$ cat src/rtl/state_hex_display.sv
// Registered one-hot state to per-digit hex code lookup, with illegal-state
// detection, per-digit blinking, display hold and a state-change pulse.
module state_hex_display #(
    parameter int                                 NUM_STATES = 7,
    parameter int                                 NUM_DIGITS = 6,
    parameter logic [NUM_STATES*NUM_DIGITS*4-1:0] MSG_TABLE  = {24'h666666, 24'h555555,
                                                                24'h444444, 24'h333333,
                                                                24'h222222, 24'h111111,
                                                                24'h000000},
    parameter logic [3:0]                         ERR_CODE   = 4'hE,
    parameter int                                 BLINK_DIV  = 25_000_000,
    parameter logic [NUM_DIGITS-1:0]              BLINK_MASK = '1
) (
    input  logic                    clk,
    input  logic                    reset,
    input  logic [NUM_STATES-1:0]   state_in,
    input  logic                    hold,
    input  logic                    blink_en,
    output logic [NUM_DIGITS*4-1:0] hex_out,
    output logic [NUM_DIGITS-1:0]   hex_blank,
    output logic                    illegal_state,
    output logic                    state_change
);
    localparam int               HEX_W    = NUM_DIGITS * 4;
    localparam int               CNT_W    = $clog2(BLINK_DIV);
    localparam logic [CNT_W-1:0] CNT_LAST = CNT_W'(BLINK_DIV - 1);
    localparam logic [HEX_W-1:0] ERR_VEC  = {NUM_DIGITS{ERR_CODE}};

    function automatic logic is_one_hot(input logic [NUM_STATES-1:0] s);
        int ones;
        ones = 0;
        for (int i = 0; i < NUM_STATES; i++) begin
            if (s[i]) ones++;
        end
        return (ones == 1);
    endfunction

    // OR-reduction over table rows: only meaningful for one-hot input, so no priority.
    function automatic logic [HEX_W-1:0] lookup_codes(input logic [NUM_STATES-1:0] s);
        logic [HEX_W-1:0] codes;
        codes = '0;
        for (int i = 0; i < NUM_STATES; i++) begin
            if (s[i]) codes = codes | MSG_TABLE[i*HEX_W +: HEX_W];
        end
        return codes;
    endfunction

    logic [HEX_W-1:0]      hex_d, hex_q;
    logic                  illegal_d, illegal_q;
    logic                  change_d, change_q;
    logic [CNT_W-1:0]      cnt_d, cnt_q;
    logic                  phase_d, phase_q;
    logic [NUM_DIGITS-1:0] blank_d, blank_q;
    logic                  legal;
    logic [HEX_W-1:0]      sample_codes;

    always_comb begin
        legal        = is_one_hot(state_in);
        sample_codes = legal ? lookup_codes(state_in) : ERR_VEC;

        hex_d     = hex_q;
        illegal_d = illegal_q;
        change_d  = 1'b0;
        if (!hold) begin
            hex_d     = sample_codes;
            illegal_d = !legal;
            change_d  = (sample_codes != hex_q);
        end

        // A new message restarts the blink cycle so it always appears visible first.
        cnt_d   = cnt_q + CNT_W'(1);
        phase_d = phase_q;
        if (!blink_en || change_d) begin
            cnt_d   = '0;
            phase_d = 1'b0;
        end else if (cnt_q == CNT_LAST) begin
            cnt_d   = '0;
            phase_d = !phase_q;
        end

        blank_d = BLINK_MASK & {NUM_DIGITS{phase_d}};
    end

    always_ff @(posedge clk) begin
        if (reset) begin
            hex_q     <= '0;
            illegal_q <= 1'b0;
            change_q  <= 1'b0;
            cnt_q     <= '0;
            phase_q   <= 1'b0;
            blank_q   <= '0;
        end else begin
            hex_q     <= hex_d;
            illegal_q <= illegal_d;
            change_q  <= change_d;
            cnt_q     <= cnt_d;
            phase_q   <= phase_d;
            blank_q   <= blank_d;
        end
    end

    assign hex_out       = hex_q;
    assign hex_blank     = blank_q;
    assign illegal_state = illegal_q;
    assign state_change  = change_q;
endmodule

$ cat config.mk
export PLATFORM = sky130hd
export DESIGN_NAME = state_hex_display
export DESIGN_NICKNAME = d
export VERILOG_FILES = /design/src/rtl/state_hex_display.sv
export SDC_FILE = /design/constraint.sdc
export NUM_CORES = 1
export LEC_CHECK = 0
export ABC_AREA = 1
export CAP_MARGIN = 40
export CORE_MARGIN = 2
export CORE_UTILIZATION = 51
export DETAILED_ROUTE_END_ITERATION = 10
export PLACE_DENSITY = 0.86
export SETUP_SLACK_MARGIN = 0.5
export SYNTH_ARGS = -nofsm -noshare
export SYNTH_HDL_FRONTEND = slang
export SYNTH_SLANG_ARGS = --single-unit
$ cat constraint.sdc
create_clock -name clk -period 5.4 [get_ports clk]
set_input_delay 1.08 -clock clk [delete_from_list [all_inputs] [get_ports clk]]
set_output_delay 1.08 -clock clk [all_outputs]
set_load 0.05 [all_outputs]
==> impl_metrics.env <==
export IMPL_status="finished, final reports clean"
export IMPL_synth_top_area_cell="dfxtp_1"
export IMPL_crit_top_cell="nand2_2"
export IMPL_netlist_instances=291
export IMPL_power_frac_comb_pct=33.0
export IMPL_cts_sinks=31
export IMPL_avgRoutedWirePerCell_um=11.4
export IMPL_p_int_w=0.000474
export IMPL_grt_pass1_vias=1680
export IMPL_final_util_pct=69.1
export IMPL_clk_pin_slew_ns=0.06
export IMPL_cts_max_level=2
export IMPL_cp_slowest_stage_delay_ns=0.28
export IMPL_die_x_um=68.2
export IMPL_grtUsageTotal_pct=19.1
export IMPL_rows=23
export IMPL_hold_path_class="flip-flop to flip-flop"
export IMPL_cts_root_buffer="clkbuf_8"
export IMPL_cp_slowest_cell="ha_4"
export IMPL_slew_headroom_pct=66.3
export IMPL_drt_antenna_violating_nets=0
export IMPL_p_seq_share_pct=33.9
export IMPL_cp_end_kind="flip-flop"
export IMPL_min_period_ns=4.67
export IMPL_cts_buffer_depth=2
export IMPL_num_vias=1867
export IMPL_drv_cap=0
export IMPL_seq_area_um2=621
export IMPL_drtIter0Drc=96
export IMPL_rsz0062_at_grt="no"
export IMPL_power_switching_w=0.000232
export IMPL_syn_nets=309
export IMPL_syn_area_um2=2100
export IMPL_start_util_pct=53.0
export IMPL_hold_viol=0
export IMPL_fin_setup_tns_ns=0
export IMPL_post_route_period_util_pct=86.5
export IMPL_die_height_um=68.2
export IMPL_dieArea_um2=4650
export IMPL_cp_arrival_ns=4.89
export IMPL_coreArea_um2=3970
export IMPL_power_leakage_nw=1.16
export IMPL_num_fill_cells=289
export IMPL_cts_hold_buf=0
export IMPL_area_growth_pct=30.4
export IMPL_synth_top_cell_area_share_pct=29.5
export IMPL_pwr_share_clk_pct=33.1
export IMPL_multiInputGateArea_um2=1150
export IMPL_drcViolationCount=0
export IMPL_gp_congestion=0.813
export IMPL_worst_clock_skew_ns=0.00454
export IMPL_cts_tree="done"
export IMPL_avgSynthCellArea_um2=7.23
export IMPL_portBuffers=42
export IMPL_setup_viol=0
export IMPL_ys_seq_area_share_pct=29.5
export IMPL_irDropWorstVdd_v=0.000160
export IMPL_wl_um=4310
export IMPL_max_freq_ghz=0.214
export IMPL_clock_latency_ns=0.28
export IMPL_ios=43
export IMPL_crit_fanout=6
export IMPL_synth_area_leaders="dfxtp_1 30%, buf_4 9.6%, nand2_1 8.4%, inv_1 8.0%, xor2_1 6.7%"
export IMPL_tightest_slew_ns=0.504
export IMPL_r2r_slack_ns=2.86
export IMPL_antenna_found_initial=0
export IMPL_synth_distinct_cells=31
export IMPL_cts_buffers=5
export IMPL_yosys_warnings=0
export IMPL_dp_hpwl_um=2740
export IMPL_grt_max_degree=11
export IMPL_grt_pass1_wl_um=6610
export IMPL_layout_drive_gt1_share_pct=24.1
export IMPL_crit_required_ns=5.62
export IMPL_p_sw_share_pct=32.9
export IMPL_synth_seq_cells=31
export IMPL_first_pass_iters=4
export IMPL_crit_path_start_kind="input pin"
export IMPL_worstSetupPathType="input pin to flip-flop"
export IMPL_drv_slew=0
export IMPL_nNetsFinal=345
export IMPL_gr_total_overflow=0
export IMPL_diodes=0
export IMPL_avgViaCountPerCell=4.94
export IMPL_p_per_area_nw_per_um2=257
[layout by cell type, fill, tap and decap left out, types with 2 or more instances in the layout]
cell type / netlist / final
a31oi_1: 2 / 2
xor2_1: 16 / 16
inv_2: 3 / 5
dfxtp_1: 31 / 31
a21oi_1: 4 / 3
ha_4: 0 / 2
buf_6: 2 / 2
clkdlybuf4s50_1: 0 / 39
clkbuf_2: 0 / 2
xnor2_1: 8 / 7
nand4_1: 8 / 8
nand2_1: 47 / 41
buf_16: 0 / 3
nand2_2: 5 / 11
nor2_2: 22 / 23
nand3_1: 20 / 19
clkbuf_8: 0 / 6
nand3_2: 2 / 3
buf_4: 27 / 10
nor3_1: 6 / 6
nor2_1: 20 / 18
inv_1: 45 / 42
o21ai_0: 4 / 4
ha_1: 7 / 5
[logic make-up after synthesis]
family / share of synthesized area, %
AO/OA/AOI/OAI: 4.34
adder cells (fa/ha/maj): 4.16
buffers and inverters: 19.3
AND/OR/NAND/NOR: 32.7
XOR/XNOR: 9.99
flip-flops: 29.5
[cell usage after synthesis]
| library cell | instances |
|---|---|
| a21oi_4 | 1 |
| xor2_1 | 16 |
| ha_1 | 7 |
| xnor2_1 | 8 |
| a31oi_1 | 2 |
| nor3_1 | 6 |
| nand4_1 | 8 |
| buf_6 | 2 |
| o21ai_2 | 1 |
| or2_2 | 1 |
| nand2_2 | 5 |
| nor4_1 | 1 |
| nor3_2 | 1 |
| nor2_2 | 22 |
| or4_1 | 1 |
| dfxtp_1 | 31 |
| nand3_1 | 20 |
| inv_2 | 3 |
| and3_1 | 1 |
| o21ai_0 | 4 |
| nand3b_1 | 1 |
| inv_1 | 45 |
| nand2_1 | 47 |
| nand3_4 | 1 |
| or2_1 | 1 |
| nand3_2 | 2 |
| a221oi_1 | 1 |
| o21ai_1 | 1 |
| buf_4 | 27 |
| a21oi_1 | 4 |
| nor2_1 | 20 |
[power by group through the flow]
stage / Clock [W] / Sequential [W] / Combinational, W
2_1_floorplan: 0 / 0.000254 / 0.000144
3_3_place_gp: 0 / 0.000244 / 0.000187
3_5_place_dp: 0 / 0.000244 / 0.000189
4_1_cts: 0.000239 / 0.000239 / 0.000218
5_1_grt: 0.000249 / 0.000240 / 0.000251
6_report: 0.000234 / 0.000239 / 0.000233
[cell type report]
type,instances,area share (%)
multi-input combinational,183,41.8
sequential,31,22.6
timing repair buffer,58,22.4
inverter,48,6.66
clock buffer,6,3.01
tap,50,2.28
clock inverter,2,1.28
[repair_timing]
action	CTS	global route
setup endpoints to repair	26	27
buffers inserted	10	2
gates resized for setup	11	21
gates cloned	3	0
pin swaps	8	8
[sequential cells by signal, indices dropped and copies added, names as in the netlist]
register      cells
cnt_q            25
hex_blank         1
hex_out           4
state_change      1
[worst max-delay path: cells and delay by family]
kind            cells  cell delay (ns)
xor+xnor            1             0.15
buf+inv             6             0.53
compound gates      1             0.11
simple gates       19             1.78
fa+ha+maj           5             1.22
[per-stage QoR]
step                total power [W]  hold WS, ns  cell area (µm²)  setup slack, ns  std cells
floorplan                  0.000398        0.427             2100            0.818        291
detailed placement         0.000434        0.455             2380           0.0226        355
finish                     0.000706        0.466             2740            0.729        378
CTS                        0.000696        0.470             2680            0.550        376
global placement           0.000431        0.442             2380            0.131        355
global route               0.000740        0.484             2740            0.471        378
[per-layer routing]
metal	vias to the layer above	part of all wire [%]	routed length, µm	track usage, %
met5	-	0	0	0
met4	0	2.5	108	9.75
met3	11	6.0	260	6.58
met2	61	50	2180	34.0
met1	842	41	1760	19.8
li1	953	-	-	-
[worst paths after layout]
check               from   endpoint  cells past startpoint
max          state_in[1]   cnt_q[6]                     32
min             cnt_q[0]   cnt_q[0]                      1
max reg2reg     cnt_q[0]  cnt_q[24]                     15
min reg2reg     cnt_q[0]   cnt_q[0]                      1
(Power assumes the default switching activity.)
